File: src/rtl/bcd7_pkg.sv
// bcd7_pkg: bus field offsets, segment pattern table and frame-assembly state encoding
// shared by the BCD7 scan decoder and its segment lookup.
package bcd7_pkg;
    localparam int SEL_LSB = 8;
    localparam int SEL_W   = 4;
    localparam int DP_BIT  = 7;
    localparam int SEG_W   = 7;

    // Index n holds the {g..a} pattern that displays hex digit n.
    localparam logic [0:15][6:0] SEG_TABLE = {
        7'h3F, 7'h06, 7'h5B, 7'h4F, 7'h66, 7'h6D, 7'h7D, 7'h07,
        7'h7F, 7'h6F, 7'h77, 7'h7C, 7'h39, 7'h5E, 7'h79, 7'h71
    };

    typedef enum logic [1:0] {IDLE, COLLECT, COMMIT} state_t;

    typedef struct packed {
        logic [1:0] idx;
        logic [3:0] nib;
        logic       dp;
    } digit_t;
endpackage

File: src/rtl/bcd7_seg_lut.sv
// bcd7_seg_lut: maps a 7-bit segment pattern back to its hex nibble; unknown patterns
// give nibble 0 and raise bad_o.
module bcd7_seg_lut
    import bcd7_pkg::*;
(
    input  logic [SEG_W-1:0] seg_i,
    output logic [3:0]       nib_o,
    output logic             bad_o
);
    always_comb begin
        nib_o = '0;
        bad_o = 1'b1;
        for (int i = 0; i < 16; i++)
            if (seg_i == SEG_TABLE[i]) begin
                nib_o = 4'(i);
                bad_o = 1'b0;
            end
    end
endmodule

File: src/rtl/bcd7_scan_decoder.sv
// bcd7_scan_decoder: glitch-filtered monitor of a multiplexed BCD7 bus, assembling 4-digit frames.
// Define BCD7_DEC_CHANGE_ONLY_EN to pulse value_valid only when the committed content changes.
module bcd7_scan_decoder
    import bcd7_pkg::*;
#(
    parameter int STABLE_CYCLES  = 4,
    parameter int TIMEOUT_CYCLES = 4096,
    parameter bit SEG_ACTIVE_LOW = 1'b0
) (
    input  logic        clk,
    input  logic        reset,
    input  logic [11:0] bcd7_in,
    output logic [15:0] value,
    output logic [3:0]  dp,
    output logic        value_valid,
    output logic        seg_err,
    output logic        stale
);
    logic [11:0] smp_q, prev_q;
    logic [7:0] run_q, run_d;
    logic [SEL_W-1:0] sel;
    logic same, acc, bad, fire, ev_v;
    logic [3:0] nib;
    digit_t cur, ev, skid_q, skid_d;
    logic skid_v_q, skid_v_d;
    state_t state_q, state_d;
    logic [3:0] mask_q, mask_d, sdp_q, sdp_d, dp_q;
    logic [15:0] shadow_q, shadow_d, tmo_q, tmo_d, value_q;
    logic stale_q, stale_d, valid_q, err_q;

    assign sel   = smp_q[SEL_LSB +: SEL_W];
    assign same  = smp_q == prev_q;
    assign run_d = !same ? 8'd1 : (run_q == 8'hFF ? run_q : run_q + 8'd1);
    // A saturated run keeps reporting the threshold, so only the arrival at it accepts.
    assign acc   = $onehot(sel) && run_d == 8'(STABLE_CYCLES) && (!same || run_q != 8'(STABLE_CYCLES));

    bcd7_seg_lut u_lut (.seg_i(smp_q[SEG_W-1:0]), .nib_o(nib), .bad_o(bad));

    assign cur  = {sel[3] | sel[2], sel[3] | sel[1], nib, smp_q[DP_BIT]};
    assign ev_v = state_q != COMMIT && (skid_v_q || acc);
    assign ev   = skid_v_q ? skid_q : cur;

    always_comb begin
        skid_v_d = state_q == COMMIT ? skid_v_q || acc : skid_v_q && acc;
        skid_d   = acc && (state_q == COMMIT ? !skid_v_q : skid_v_q) ? cur : skid_q;
        state_d  = state_q;
        mask_d   = mask_q;
        shadow_d = shadow_q;
        sdp_d    = sdp_q;
        tmo_d    = tmo_q;
        stale_d  = stale_q;
        if (ev_v) begin
            shadow_d[{ev.idx, 2'b00} +: 4] = ev.nib;
            sdp_d[ev.idx]  = ev.dp;
            mask_d[ev.idx] = 1'b1;
        end
        case (state_q)
            IDLE: state_d = ev_v ? COLLECT : IDLE;
            COLLECT: begin
                tmo_d = ev_v ? '0 : (tmo_q == 16'hFFFF ? tmo_q : tmo_q + 16'd1);
                if (mask_d == 4'hF)
                    state_d = COMMIT;
                else if (!ev_v && tmo_d == 16'(TIMEOUT_CYCLES)) begin
                    state_d = IDLE;
                    mask_d  = '0;
                    tmo_d   = '0;
                    stale_d = 1'b1;
                end
            end
            default: begin
                state_d = COLLECT;
                mask_d  = '0;
                tmo_d   = '0;
                stale_d = 1'b0;
            end
        endcase
    end

`ifdef BCD7_DEC_CHANGE_ONLY_EN
    logic done_q;
    always_ff @(posedge clk)
        done_q <= !reset ? 1'b0 : done_q | (state_q == COMMIT);
    assign fire = state_q == COMMIT && (!done_q || {sdp_q, shadow_q} != {dp_q, value_q});
`else
    assign fire = state_q == COMMIT;
`endif

    always_ff @(posedge clk) begin
        if (!reset) begin
            smp_q    <= '0;
            prev_q   <= '0;
            run_q    <= '0;
            skid_q   <= '0;
            skid_v_q <= 1'b0;
            state_q  <= IDLE;
            mask_q   <= '0;
            shadow_q <= '0;
            sdp_q    <= '0;
            tmo_q    <= '0;
            stale_q  <= 1'b1;
            value_q  <= '0;
            dp_q     <= '0;
            valid_q  <= 1'b0;
            err_q    <= 1'b0;
        end else begin
            smp_q    <= {bcd7_in[11:8], bcd7_in[7:0] ^ {8{SEG_ACTIVE_LOW}}};
            prev_q   <= smp_q;
            run_q    <= run_d;
            skid_q   <= skid_d;
            skid_v_q <= skid_v_d;
            state_q  <= state_d;
            mask_q   <= mask_d;
            shadow_q <= shadow_d;
            sdp_q    <= sdp_d;
            tmo_q    <= tmo_d;
            stale_q  <= stale_d;
            valid_q  <= fire;
            err_q    <= err_q | (acc & bad);
            if (state_q == COMMIT) begin
                value_q <= shadow_q;
                dp_q    <= sdp_q;
            end
        end
    end

    assign value       = value_q;
    assign dp          = dp_q;
    assign value_valid = valid_q;
    assign seg_err     = err_q;
    assign stale       = stale_q;
endmodule

File: config.mk
export PLATFORM = sky130hd
export DESIGN_NAME = bcd7_scan_decoder
export DESIGN_NICKNAME = d
export VERILOG_FILES = /design/src/rtl/bcd7_pkg.sv /design/src/rtl/bcd7_seg_lut.sv /design/src/rtl/bcd7_scan_decoder.sv
export SDC_FILE = /design/constraint.sdc
export NUM_CORES = 1
export LEC_CHECK = 0
export BUFFER_PORTS_ARGS = -buffer_cell sky130_fd_sc_hd__buf_4
export CORE_MARGIN = 2
export CORE_UTILIZATION = 52
export CTS_CLUSTER_SIZE = 20
export DETAILED_ROUTE_END_ITERATION = 6
export GPL_TIMING_DRIVEN = 0
export PLACE_DENSITY = 0.73
export SETUP_SLACK_MARGIN = 0.5
export SLEW_MARGIN = 20
export SYNTH_ARGS = -nofsm -noshare
export SYNTH_HDL_FRONTEND = slang
export SYNTH_HIERARCHICAL = 1
export SYNTH_SLANG_ARGS = --single-unit
export TNS_END_PERCENT = 100
File: constraint.sdc
create_clock -name clk -period 3.5 [get_ports clk]
set_clock_uncertainty 0.1 [all_clocks]
set_input_delay 0.525 -clock clk [delete_from_list [all_inputs] [get_ports clk]]
set_output_delay 0.525 -clock clk [all_outputs]
set_load 0.1 [all_outputs]
==> qor.csv <==
stage,metric,value,unit
pwr,switchingPower,0.538,mW
place,hpwl,9450,um
critical_path,r2r_cells,13,
clock_network,clkLatencyLatePin,0.38,ns
finish,fin_nets,748,
pwr,intPower,1.54,mW
finish,final_layout_size_suffix_gt1_share,24.6,%
pwr,pwr-share-clk,33.1,%
critical_path,path_max_fanout,5,
sta,finalMaxSlewViolations,0,
sta,final-setup-viol-count,8,
die,die_area,11000,um^2
sta,worst_slew_pin_slew,0.811,ns
hold_path,whs_path_depth,2,
clock_network,cts_buffer_depth,2,
critical_path,crit_path_start_kind,flip-flop,
critical_path,worst-r2r-setup-slack,-0.06,ns
critical_path,timing.rr.end,shadow_q[4],
finish,area_growth,22.3,%
pwr,power.total,2.07,mW
yosys,syn_avg_cell_area,8.27,um^2
global_routing,antenna_found_initial,0,
drt,wl_per_cell,16.9,um
global_routing,grt_pass1_wl,22500,um
pwr,leakagePower,2.46,nW
yosys,syn_area,5310,um^2
yosys,synth_top_cells_by_count,"105 x dfxtp_1, 91 x nand2_1, 65 x a21oi_1",
yosys,synth-seq-cells,105,
drt,drt_iter0_drc,403,
die,rows,36,
hold_path,hold_start,bcd7_in[7],
clock_network,clk_pin_slew,0.10,ns
clock_network,cts_htree_levels,3,
sta,grt_setup_unrepaired,yes,
die,io_pins,37,
sta,relSlewSlack,45.4,%
sta,max_clock_freq,0.281,GHz
sta,hold_viol,0,
yosys,ys_types,74,
pwr,switching_share,25.9,%
critical_path,crit_required,3.71,ns
hold_path,hold_class,in2reg,
global_routing,grt_pass1_vias,4634,
yosys,synth_cells,642,
die,die_h,105,um
place,place.gp.congestion,0.926,
clock_network,cts_root_buf,clkbuf_8,
finish,fin_util,65.9,%
yosys,ys.flop_type,dfxtp_1,
sta,period_minus_slack,3.56,ns
run_status,status,"finished, violations left",
drt,first_pass_iters,6,
run_status,violations,negative setup slack,
drt,vias,5039,
pwr,power_frac_comb,8.1,%
yosys,yosysMostFrequentCell,dfxtp_1,
sta,fin_crit_sh,102,%
global_routing,globalRouteOverflowTotal,0,
critical_path,critical_path_class,reg2reg,
die,fp.dieW,105,um
clock_network,cts_tree,done,
flow_run,drv_cap,0,
yosys,synth-async-reset-ratio,0,%
pwr,seqPwrFrac,58.8,%
critical_path,cp.arrival,3.77,ns
yosys,ys_seq_area_share,39.6,%
drt,viasPerCell,5.88,
yosys,synth_fp_nets,670,
global_routing,grtUsageTotal,25.5,%
yosys,synth_area_leader_cell,dfxtp_1,
yosys,yosysWarnings,6,
drt,drc,0,
critical_path,regToRegStartpoint,smp_q[9],
drt,drt-total-wl,14400,um
yosys,netlist_top_cells_area,"dfxtp_1 40%, nand2_1 6.4%, a21oi_1 6.1%",
global_routing,grt_max_degree,18,
hold_path,holdPathEnd,smp_q[7],
place,port_buffers,36,
die,core_area,9860,um^2
drt,ant_nets,0,
sta,tns,-0.194,ns
clock_network,clock-sinks,105,
critical_path,cp-end-kind,flip-flop,
die,initial_utilization,53.8,%
pwr,irDropWorstVdd,0.302,mV
clock_network,numCtsBuffers,9,
pwr,pwr_density_cell,319,nW/um^2
yosys,synth_top_cell_area_share,39.6,%
sta,setup_slack,-0.0590,ns
finish,n_antenna_cell,0,
yosys,synth_edf_count,0,
clock_network,cts_hold_buf,0,
==> critical path, stage by stage, from the launching register on <==
cell and delay, ns:
dfxtp_2 0.36, inv_2 0.05, fa_1 0.52, inv_1 0.04, ha_2 0.17, ha_4 0.20, or4b_4 0.55, nor4b_4 0.30
buf_4 0.17, a41oi_4 0.14, nor2_4 0.25, nand2_4 0.09, or3b_4 0.39, a21oi_2 0.16
==> layout make-up <==
class,instances,area (um^2)
fill,832,3370
buffer,41,205
timing repair buffer,67,581
inverter,15,56.3
tap,133,166
clock inverter,6,45.0
sequential,105,2110
clock buffer,9,124
multi-input combinational,481,3210
==> layer usage <==
layer  vias to the layer above  part of all wire (%)  global-route usage [%]
met5                         -                     0                       0
met4                         0                   1.9                    10.1
met3                        31                   5.4                    5.24
met2                       170                    50                    42.9
met1                      2395                    43                    31.9
li1                       2443                     -                       -
==> placed cells by master (no fill, tap or decap), drive strengths merged, types with 4 or more instances in the layout <==
cell and instances:
a21oi 65, a22oi 4, a31oi 10, a41oi 5
and2 24, and3 10, and4 6, buf 84
clkbuf 33, clkinv 5, dfxtp 105, ha 13
inv 16, mux2 6, mux2i 11, nand2 93
nand2b 5, nand3 22, nand3b 5, nand4 25
nor2 46, nor2b 8, nor3 26, nor3b 5
nor4 8, o21ai 17, or2 5, or3b 6
xor2 15
==> through the flow <==
| stage | cell area (um^2) | cells | hold slack [ns] | worst slack, ns |
|---|---|---|---|---|
| final | 6500 | 857 | 0.243 | -0.0590 |
| after global routing | 6500 | 857 | 0.220 | -0.189 |
| after CTS | 6290 | 847 | 0.234 | -0.0261 |
| after detailed placement | 5800 | 811 | 0.345 | -0.246 |
| after global placement | 5800 | 811 | 0.345 | -0.151 |
| after floorplan | 5360 | 642 | 0.332 | 0.243 |
==> how the worst max path moves through the flow <==
stage / from / end / slack [ns]
6_report: smp_q[9] / shadow_q[4] / -0.06
3_5_place_dp: skid_v_q / tmo_q[0] / -0.25
2_1_floorplan: smp_q[8] / tmo_q[14] / 0.24
4_1_cts: smp_q[9] / tmo_q[14] / -0.03
3_3_place_gp: skid_v_q / tmo_q[0] / -0.15
5_1_grt: smp_q[9] / shadow_q[4] / -0.19
==> state kept, by name, indices dropped and copies added (netlist names) <==
signal,cells
state_q,2
seg_err,1
smp_q,12
tmo_q,16
shadow_q,16
prev_q,12
dp,4
skid_v_q,1
sdp_q,4
value,16
stale,1
mask_q,4
skid_q,7
run_q,8
value_valid,1
==> cell families after synthesis <==
| family | Yosys count | share of synthesized area, % |
|---|---|---|
| AND/OR/NAND/NOR | 304 | 30.8 |
| XOR/XNOR | 18 | 2.97 |
| flip-flops | 105 | 39.6 |
| adder cells (fa/ha/maj) | 14 | 3.44 |
| multiplexers | 17 | 3.35 |
| buffers and inverters | 56 | 4.59 |
| AO/OA/AOI/OAI | 128 | 15.2 |
==> power groups by stage <==
| stage | Clock (mW) | Combinational, mW | Sequential [mW] |
|---|---|---|---|
| after floorplan | 0 | 0.0990 | 1.24 |
| after global placement | 0 | 0.139 | 1.25 |
| after detailed placement | 0 | 0.143 | 1.25 |
| after CTS | 0.701 | 0.157 | 1.22 |
| after global routing | 0.751 | 0.183 | 1.22 |
| final | 0.686 | 0.168 | 1.22 |
==> repair_timing <==
| action | CTS | global route |
|---|---|---|
| setup buffers | 18 | 10 |
| pin swaps | 43 | 27 |
| gates cloned | 3 | 0 |
| resized for setup | 44 | 31 |
| setup endpoints to repair | 51 | 52 |
(Power assumes the default switching activity.)
